## src/rtl/grid_collision_scanner.sv

```systemverilog
// Frame-synchronous collision scanner: one tank or missile per cycle against the brick grid and
// screen bounds, with a valid/ready destruction request for every newly hit brick.
module grid_collision_scanner #(
  parameter int NUM_TANKS       = 2,
  parameter int NUM_MISSILES    = 4,
  parameter int GRID_ROWS       = 10,
  parameter int GRID_COLS       = 10,
  parameter int BRICK_SIZE_LOG2 = 5,
  parameter int TANK_SIZE       = 32,
  parameter int MISSILE_SIZE    = 10,
  parameter int SCREEN_LEFT     = 64,
  parameter int SCREEN_RIGHT    = 576,
  parameter int SCREEN_TOP      = 32,
  parameter int SCREEN_BOTTOM   = 416,
  localparam int ROW_W = (GRID_ROWS > 1) ? $clog2(GRID_ROWS) : 1,
  localparam int COL_W = (GRID_COLS > 1) ? $clog2(GRID_COLS) : 1
) (
  input  logic                                   clk,
  input  logic                                   resetN,
  input  logic                                   startOfFrame,
  input  logic [NUM_TANKS-1:0][10:0]             tankX,
  input  logic [NUM_TANKS-1:0][10:0]             tankY,
  input  logic [NUM_MISSILES-1:0][10:0]          missileX,
  input  logic [NUM_MISSILES-1:0][10:0]          missileY,
  input  logic [NUM_MISSILES-1:0]                missileActive,
  input  logic [GRID_ROWS-1:0][GRID_COLS-1:0]    brickMatrix,
  input  logic [10:0]                            matrixTopLeftX,
  input  logic [10:0]                            matrixTopLeftY,
  output logic [NUM_TANKS-1:0]                   tankCollision,
  output logic [NUM_MISSILES-1:0]                missileCollision,
  output logic                                   brickHitValid,
  output logic [ROW_W-1:0]                       brickHitRow,
  output logic [COL_W-1:0]                       brickHitCol,
  input  logic                                   brickHitReady,
  output logic                                   busy,
  output logic                                   scanDone
);

  localparam int TSEL_W = (NUM_TANKS > 1) ? $clog2(NUM_TANKS) : 1;
  localparam int MSEL_W = (NUM_MISSILES > 1) ? $clog2(NUM_MISSILES) : 1;
  localparam int IDX_W  = (TSEL_W > MSEL_W) ? TSEL_W : MSEL_W;
  localparam int CELLS  = GRID_ROWS * GRID_COLS;
  localparam int MASK_W = (CELLS > 1) ? $clog2(CELLS) : 1;

  typedef enum logic [2:0] {
    S_IDLE, S_CAPTURE, S_TANK, S_MISSILE, S_HIT_REQ, S_DONE
  } state_t;

  typedef struct packed {
    logic             solid;
    logic             brick;
    logic [ROW_W-1:0] row;
    logic [COL_W-1:0] col;
  } probe_t;

  state_t                                state_r, state_nxt;
  logic [IDX_W-1:0]                      idx_r, idx_nxt;
  logic [NUM_TANKS-1:0][10:0]            tank_x_r, tank_y_r;
  logic [NUM_MISSILES-1:0][10:0]         mis_x_r, mis_y_r;
  logic [NUM_MISSILES-1:0]               mis_active_r;
  logic [GRID_ROWS-1:0][GRID_COLS-1:0]   matrix_r;
  logic [10:0]                           org_x_r, org_y_r;
  logic [CELLS-1:0]                      mask_r;
  logic [MASK_W-1:0]                     hit_lin_r;
  logic [NUM_TANKS-1:0]                  tank_shadow_r;
  logic [NUM_MISSILES-1:0]               mis_shadow_r, mis_shadow_nxt;
  logic [TSEL_W-1:0]                     tank_sel_s;
  logic [MSEL_W-1:0]                     mis_sel_s;
  probe_t                                tank_probe_s, mis_probe_s;
  logic [11:0]                           mis_x_s, mis_y_s;
  logic                                  bounds_s, mis_result_s, need_req_s;
  logic                                  tank_last_s, mis_last_s;
  logic [MASK_W-1:0]                     mask_idx_s;

  // Checks the up-to-four grid cells covered by a square sprite; out-of-grid cells are solid,
  // and the first in-grid brick in TL, TR, BL, BR order is reported as the hit cell.
  function automatic probe_t probe(input logic [10:0] px, input logic [10:0] py,
                                   input logic [11:0] size,
                                   input logic [10:0] ox, input logic [10:0] oy,
                                   input logic [GRID_ROWS-1:0][GRID_COLS-1:0] mat);
    logic signed [11:0] off_x, off_y, cl, cr, rt, rb, r, c;
    logic               in_grid, hit;
    probe_t             p;
    p     = '0;
    off_x = $signed({1'b0, px}) - $signed({1'b0, ox});
    off_y = $signed({1'b0, py}) - $signed({1'b0, oy});
    cl    = off_x >>> BRICK_SIZE_LOG2;
    cr    = (off_x + $signed(size - 12'd1)) >>> BRICK_SIZE_LOG2;
    rt    = off_y >>> BRICK_SIZE_LOG2;
    rb    = (off_y + $signed(size - 12'd1)) >>> BRICK_SIZE_LOG2;
    for (int k = 0; k < 4; k++) begin
      r       = k[1] ? rb : rt;
      c       = k[0] ? cr : cl;
      in_grid = !r[11] && !c[11] && ($unsigned(r) < 12'(GRID_ROWS)) &&
                ($unsigned(c) < 12'(GRID_COLS));
      hit     = in_grid && mat[r[ROW_W-1:0]][c[COL_W-1:0]];
      p.solid = p.solid | !in_grid | hit;
      p.row   = (hit && !p.brick) ? r[ROW_W-1:0] : p.row;
      p.col   = (hit && !p.brick) ? c[COL_W-1:0] : p.col;
      p.brick = p.brick | hit;
    end
    return p;
  endfunction

  assign tank_sel_s  = idx_r[TSEL_W-1:0];
  assign mis_sel_s   = idx_r[MSEL_W-1:0];
  assign tank_last_s = (idx_r == IDX_W'(NUM_TANKS - 1));
  assign mis_last_s  = (idx_r == IDX_W'(NUM_MISSILES - 1));

  // Per-object evaluation of the currently indexed tank and missile.
  always_comb begin
    tank_probe_s = probe(tank_x_r[tank_sel_s], tank_y_r[tank_sel_s], 12'(TANK_SIZE),
                         org_x_r, org_y_r, matrix_r);
    mis_probe_s  = probe(mis_x_r[mis_sel_s], mis_y_r[mis_sel_s], 12'(MISSILE_SIZE),
                         org_x_r, org_y_r, matrix_r);
    mis_x_s      = {1'b0, mis_x_r[mis_sel_s]};
    mis_y_s      = {1'b0, mis_y_r[mis_sel_s]};
    bounds_s     = (mis_x_s < 12'(SCREEN_LEFT)) ||
                   ((mis_x_s + 12'(MISSILE_SIZE)) > 12'(SCREEN_RIGHT)) ||
                   (mis_y_s < 12'(SCREEN_TOP)) ||
                   ((mis_y_s + 12'(MISSILE_SIZE)) > 12'(SCREEN_BOTTOM));
    mis_result_s = mis_active_r[mis_sel_s] && (bounds_s || mis_probe_s.solid);
    mask_idx_s   = MASK_W'(mis_probe_s.row) * MASK_W'(GRID_COLS) + MASK_W'(mis_probe_s.col);
    need_req_s   = mis_active_r[mis_sel_s] && mis_probe_s.brick && !mask_r[mask_idx_s];
    mis_shadow_nxt = mis_shadow_r;
    if (state_r == S_MISSILE) begin
      mis_shadow_nxt[mis_sel_s] = mis_result_s;
    end else begin
      mis_shadow_nxt = mis_shadow_r;
    end
  end

  // Next-state and object index sequencing.
  always_comb begin
    state_nxt = state_r;
    idx_nxt   = idx_r;
    case (state_r)
      S_IDLE: begin
        if (startOfFrame) state_nxt = S_CAPTURE;
        else              state_nxt = S_IDLE;
      end
      S_CAPTURE: begin
        state_nxt = S_TANK;
        idx_nxt   = '0;
      end
      S_TANK: begin
        if (tank_last_s) begin
          state_nxt = S_MISSILE;
          idx_nxt   = '0;
        end else begin
          idx_nxt   = idx_r + IDX_W'(1);
        end
      end
      S_MISSILE: begin
        if (need_req_s)      state_nxt = S_HIT_REQ;
        else if (mis_last_s) state_nxt = S_DONE;
        else                 idx_nxt   = idx_r + IDX_W'(1);
      end
      S_HIT_REQ: begin
        if (brickHitReady && mis_last_s) begin
          state_nxt = S_DONE;
        end else if (brickHitReady) begin
          state_nxt = S_MISSILE;
          idx_nxt   = idx_r + IDX_W'(1);
        end else begin
          state_nxt = S_HIT_REQ;
        end
      end
      S_DONE:  state_nxt = S_IDLE;
      default: state_nxt = S_IDLE;
    endcase
  end

  // Control state, snapshot, shadow results and requested-brick mask.
  always_ff @(posedge clk) begin
    if (resetN) begin
      state_r       <= S_IDLE;
      idx_r         <= '0;
      tank_x_r      <= '0;
      tank_y_r      <= '0;
      mis_x_r       <= '0;
      mis_y_r       <= '0;
      mis_active_r  <= '0;
      matrix_r      <= '0;
      org_x_r       <= 11'd0;
      org_y_r       <= 11'd0;
      mask_r        <= '0;
      hit_lin_r     <= '0;
      tank_shadow_r <= '0;
      mis_shadow_r  <= '0;
    end else begin
      state_r      <= state_nxt;
      idx_r        <= idx_nxt;
      mis_shadow_r <= mis_shadow_nxt;
      if (state_r == S_CAPTURE) begin
        tank_x_r     <= tankX;
        tank_y_r     <= tankY;
        mis_x_r      <= missileX;
        mis_y_r      <= missileY;
        mis_active_r <= missileActive;
        matrix_r     <= brickMatrix;
        org_x_r      <= matrixTopLeftX;
        org_y_r      <= matrixTopLeftY;
        mask_r       <= '0;
      end else if (state_r == S_HIT_REQ && brickHitReady) begin
        mask_r[hit_lin_r] <= 1'b1;
      end else begin
        mask_r <= mask_r;
      end
      if (state_r == S_TANK) begin
        tank_shadow_r[tank_sel_s] <= tank_probe_s.solid;
      end else begin
        tank_shadow_r <= tank_shadow_r;
      end
      if (state_r == S_MISSILE && need_req_s) begin
        hit_lin_r <= mask_idx_s;
      end else begin
        hit_lin_r <= hit_lin_r;
      end
    end
  end

  // Registered outputs, decoded from the state being entered so they align with it.
  always_ff @(posedge clk) begin
    if (resetN) begin
      tankCollision    <= '0;
      missileCollision <= '0;
      brickHitValid    <= 1'b0;
      brickHitRow      <= '0;
      brickHitCol      <= '0;
      busy             <= 1'b0;
      scanDone         <= 1'b0;
    end else begin
      busy          <= (state_nxt != S_IDLE);
      scanDone      <= (state_nxt == S_DONE);
      brickHitValid <= (state_nxt == S_HIT_REQ);
      if (state_r == S_MISSILE && need_req_s) begin
        brickHitRow <= mis_probe_s.row;
        brickHitCol <= mis_probe_s.col;
      end else begin
        brickHitRow <= brickHitRow;
        brickHitCol <= brickHitCol;
      end
      if (state_nxt == S_DONE) begin
        tankCollision    <= tank_shadow_r;
        missileCollision <= mis_shadow_nxt;
      end else begin
        tankCollision    <= tankCollision;
        missileCollision <= missileCollision;
      end
    end
  end

endmodule

```

## config.mk

```make
export PLATFORM = sky130hd
export DESIGN_NAME = grid_collision_scanner
export DESIGN_NICKNAME = d
export VERILOG_FILES = /design/src/rtl/grid_collision_scanner.sv
export SDC_FILE = /design/constraint.sdc
export NUM_CORES = 1
export LEC_CHECK = 0
export BUFFER_PORTS_ARGS = -buffer_cell sky130_fd_sc_hd__buf_2
export CORE_UTILIZATION = 45
export DETAILED_ROUTE_END_ITERATION = 16
export GPL_TIMING_DRIVEN = 1
export MAX_ROUTING_LAYER = met4
export SLEW_MARGIN = 10
export SYNTH_ARGS = -nofsm -noshare
export SYNTH_HDL_FRONTEND = slang
export SYNTH_SLANG_ARGS = --single-unit
```

## constraint.sdc

```tcl
create_clock -name clk -period 12.68 [get_ports clk]
set_input_delay 0.634 -clock clk [delete_from_list [all_inputs] [get_ports clk]]
set_output_delay 0.634 -clock clk [all_outputs]
set_load 0.03 [all_outputs]
```

==> metrics.md <==
| Metric | Value |
|---|---|
| Count of TritonRoute iterations in the first routing pass | 7 |
| Register clock-pin slew on the reported worst setup and hold paths | 60 ps |
| Met2 routing resource usage after global routing | 53.0% |
| First-pass GRT wire length | around 130 mm |
| Syn Inst Count | 2905 |
| Per-instance average area after synthesis | 8.01 µm² |
| Worst Max-Slew Pin Slew | between 1000 and 1500 ps |
| Fraction of met1 tracks used by global routing | 43.7% |
| Netlist area before placement | 23300 µm² |
| Met3 track demand over resource | under 10% |
| Clock Sinks | 392 |
| Unrepaired setup endpoints after global routing | no |
| Flop-to-flop setup slack | ~1900 ps |
| FILL cells | 4946 |
| Die Area | roughly 53000 µm² |
| Antenna violations before repair | 0 |
| Clock tree root driver cell | sky130_fd_sc_hd__clkbuf_16 |
| Part of the power in combinational logic | 51.5% |
| Number of levels the H-tree was split into | 2 |
| Maximum ir drop on the vdd rail | 0.142 mV |
| Fin Setup TNS | 0 ps |
| Endpoint type of the worst setup path | flip-flop |
| Remaining max-slew budget at the tightest pin | 17.1% |
| Highest cell delay on the worst timing path | 1030 ps |
| DR DRC count | 0 |
| Leakage power total | 9.73 nW |
| Reg power frac | 25.7% |
| Required time at the worst-slack endpoint | ~13000 ps |
| Number of setup buffers added after CTS | 0 |
| Pins over their slew limit | 0 |
| Number of flops mapped to enable cells by yosys | 0 |
| FF-to-FF Start | idx_r[0] |
| Largest net degree at the start of global routing | 206 |
| Internal cell power | about 0.0029 W |
| Min Clock Period, post-route | around 11000 ps |
| Routability-driven placement congestion ratio | 1.00 |
| Buffers on Ports | 278 |
| Cell area after placement | 25000 µm² |
| Number of vias in the routed layout | about 23000 |
| Critical Path Fanout Max | 37 |
| Hold Violations, Final | 0 |
| Net switching component of the power | 0.00243 W |
| Most used DFF post-synth | sky130_fd_sc_hd__dfxtp_1 |
| Result of the run | finished clean |
| Number of standard-cell rows in the floorplan | between 80 and 90 |
| Worst setup skew after layout | 37.5 ps |
| Layer with the highest usage | met2 |
| All-layer global routing usage | 33.3% |
| Leftover overflow at the end of global routing | 0 |
| Hold Path Cell Cnt | 3 |
| Register-to-Register Path Depth | 27 |
| Starting utilization of the core area | 46.0% |
| Setup WS post-layout | around 1900 ps |
| Net Sw Frac | 45.2% |
| Distinct cells, synth | 118 |
| Synth Register Bits | 392 |
| Share of layout cells above drive strength 1 | 18.4% |
| Count of antenna diodes in the layout | 0 |
| Signal arrival time at the worst endpoint | 11270 ps |
| Hold Buf Count CTS | 0 |
| Clock Latency Late Sink | 600 ps |
| Height of the chip | 229 µm |
| Area growth from synthesis to layout | 13.5% |
| Number of warning messages in the yosys log | 0 |
| Capture point of the worst reg-to-reg path | missileCollision[3] |
| Setup Slack @ Placement | between 1500 and 2000 ps |
| Final routed wire length divided by cell count | around 23 µm |
| Maximum buffer depth of the clock tree | 3 |
| Cells resized by post-CTS repair | 0 |
| Clock tree from TritonCTS | built |
| Buffer and inverter count on the worst path | 3 |
| Start-to-end type of the worst setup path | reg -> reg |
| Post-route ant nets | 0 |
| Detailed-route wire length | 86.7 mm |
| Cell accounting for the most synthesized area | sky130_fd_sc_hd__dfxtp_1 |
| Hold worst-path end | mis_y_r[35] |
| Number of vias per cell | about 6.0 |
| Top cell types by occurrence after synthesis | 682 x sky130_fd_sc_hd__nand2_1, 428 x sky130_fd_sc_hd__a21oi_1, 392 x sky130_fd_sc_hd__dfxtp_1 |
| Post-detail-place hpwl | 64.6 mm |
| Fraction of synthesis flops using an asynchronous set or reset pin | 0% |
| Setup-failing EPs final | 0 |
| Final worst-path cycle share | 85.1% |
| Startpoint type of the worst setup path | flip-flop |
| Cell at the slowest stage of the critical path | sky130_fd_sc_hd__fa_1 |
| Core Area | 50600 µm² |
| Post-synth net total | 3228 |
| Max-Cap Viols | 0 |
| Final design instance area without fill | 26400 µm² |
| Maximum clock rate | between 0.09 and 0.1 GHz |
| Total CTS buffers | 42 |
| Cell class contributing the biggest share of worst-path delay | compound AO/OA/AOI/OAI gates |
| Clk network pwr share | 22.8% |
| Top cells by area in the synthesized netlist | sky130_fd_sc_hd__dfxtp_1 34%, sky130_fd_sc_hd__nand2_1 11%, sky130_fd_sc_hd__a21oi_1 9.2% |
| Class of the tightest hold or removal check | in -> reg |
| Sequential area share after synthesis | 33.7% |
| Area share of the largest cell type after synthesis | 33.7% |
| Via count of the first global-routing pass | 22000 |
| Power density relative to cell area | 203 nW/µm² |
| Most instantiated library cell after synthesis | sky130_fd_sc_hd__nand2_1 |
| Drt first-iter violations | 2222 |
| Top-Level Pins | 279 |
| Worst Min Path Start | missileY[35] |
| Die width | 229 µm |
| Final #Nets | about 3400 |
==> layer usage <==
metal | part of all wire (%) | vias to the layer above | routed length, µm
met5 | 0 | - | 0
met4 | 4.0 | 0 | 3480
met3 | 6.0 | 167 | 5180
met2 | 46 | 889 | 39900
met1 | 44 | 11000 | 38200
li1 | - | 10700 | -
==> layout make-up <==
cell class	count	area [µm²]	area share, %
Clock buffer	57	1180	4.46
Clock inverter	15	193	0.730
Inverter	57	214	0.810
Multi-Input combinational cell	2261	14400	54.6
Sequential cell	392	7850	29.7
Tap cell	672	841	3.18
Timing Repair Buffer	317	1720	6.51
==> power by group through the flow <==
| stage | Combinational (W) | Clock (W) | Sequential [W] |
|---|---|---|---|
| after floorplan | 0.00193 | 0 | 0.00136 |
| after global placement | 0.00268 | 0 | 0.00140 |
| after detailed placement | 0.00269 | 0 | 0.00140 |
| after CTS | 0.00270 | 0.00125 | 0.00138 |
| after global routing | 0.00293 | 0.00130 | 0.00138 |
| final | 0.00276 | 0.00122 | 0.00138 |
==> how the worst max path moves through the flow <==
stage | cells past startpoint | from | end | slack [ps]
global placement | 25 | idx_r[0] | missileCollision[1] | 2400
detailed placement | 27 | idx_r[0] | missileCollision[3] | 2000
global route | 27 | idx_r[0] | missileCollision[1] | 1100
CTS | 27 | idx_r[0] | missileCollision[3] | 1960
floorplan | 34 | idx_r[0] | missileCollision[0] | 3640
finish | 27 | idx_r[0] | missileCollision[3] | 1890
==> state kept, by name, summed over array words and instances, names as in the netlist, 3 cells and up <==
register,flops
mask_r,100
matrix_r,100
mis_x_r,44
mis_y_r,44
tank_x_r,22
tank_y_r,22
org_x_r,11
org_y_r,11
hit_lin_r,6
brickHitCol,4
brickHitRow,4
mis_active_r,4
mis_shadow_r,4
missileCollision,4
state_r,3
==> kinds of logic after synthesis <==
| logic type | after synthesis | share of synthesized area [%] |
|---|---|---|
| and+or+nand+nor | 1164 | 22.1 |
| AOI/OAI and AO/OA | 801 | 22.0 |
| DFF | 392 | 33.7 |
| buffers and inverters | 252 | 4.63 |
| muxes | 196 | 12.4 |
| adders and majority gates | 61 | 3.47 |
| xor gates and xnor gates | 39 | 1.73 |
==> through the flow <==
step | hold WS [ps] | instances | total power, W | utilization (%)
after global routing | 267 | 3771 | 0.00561 | 52.2
after detailed placement | 446 | 3699 | 0.00409 | 49.5
final | 271 | 3771 | 0.00536 | 52.2
after global placement | 439 | 3699 | 0.00409 | 49.5
after floorplan | 429 | 2905 | 0.00328 | -
after CTS | 253 | 3771 | 0.00532 | 52.2
==> cells in the final DEF, fill, tap and decap left out, types with 54 or more instances in the layout <==
cell,count
sky130_fd_sc_hd__a21oi_1,428
sky130_fd_sc_hd__buf_2,277
sky130_fd_sc_hd__dfxtp_1,391
sky130_fd_sc_hd__ha_1,55
sky130_fd_sc_hd__inv_1,54
sky130_fd_sc_hd__mux2i_1,82
sky130_fd_sc_hd__mux4_2,67
sky130_fd_sc_hd__nand2_1,682
sky130_fd_sc_hd__nand3_1,59
sky130_fd_sc_hd__nor2_1,189
sky130_fd_sc_hd__o21ai_0,70
==> worst min-delay path: stages <==
cell and delay (ps):
sky130_fd_sc_hd__buf_2 100, sky130_fd_sc_hd__nand2_1 40, sky130_fd_sc_hd__a21oi_1 50
(Power assumes the default switching activity.)
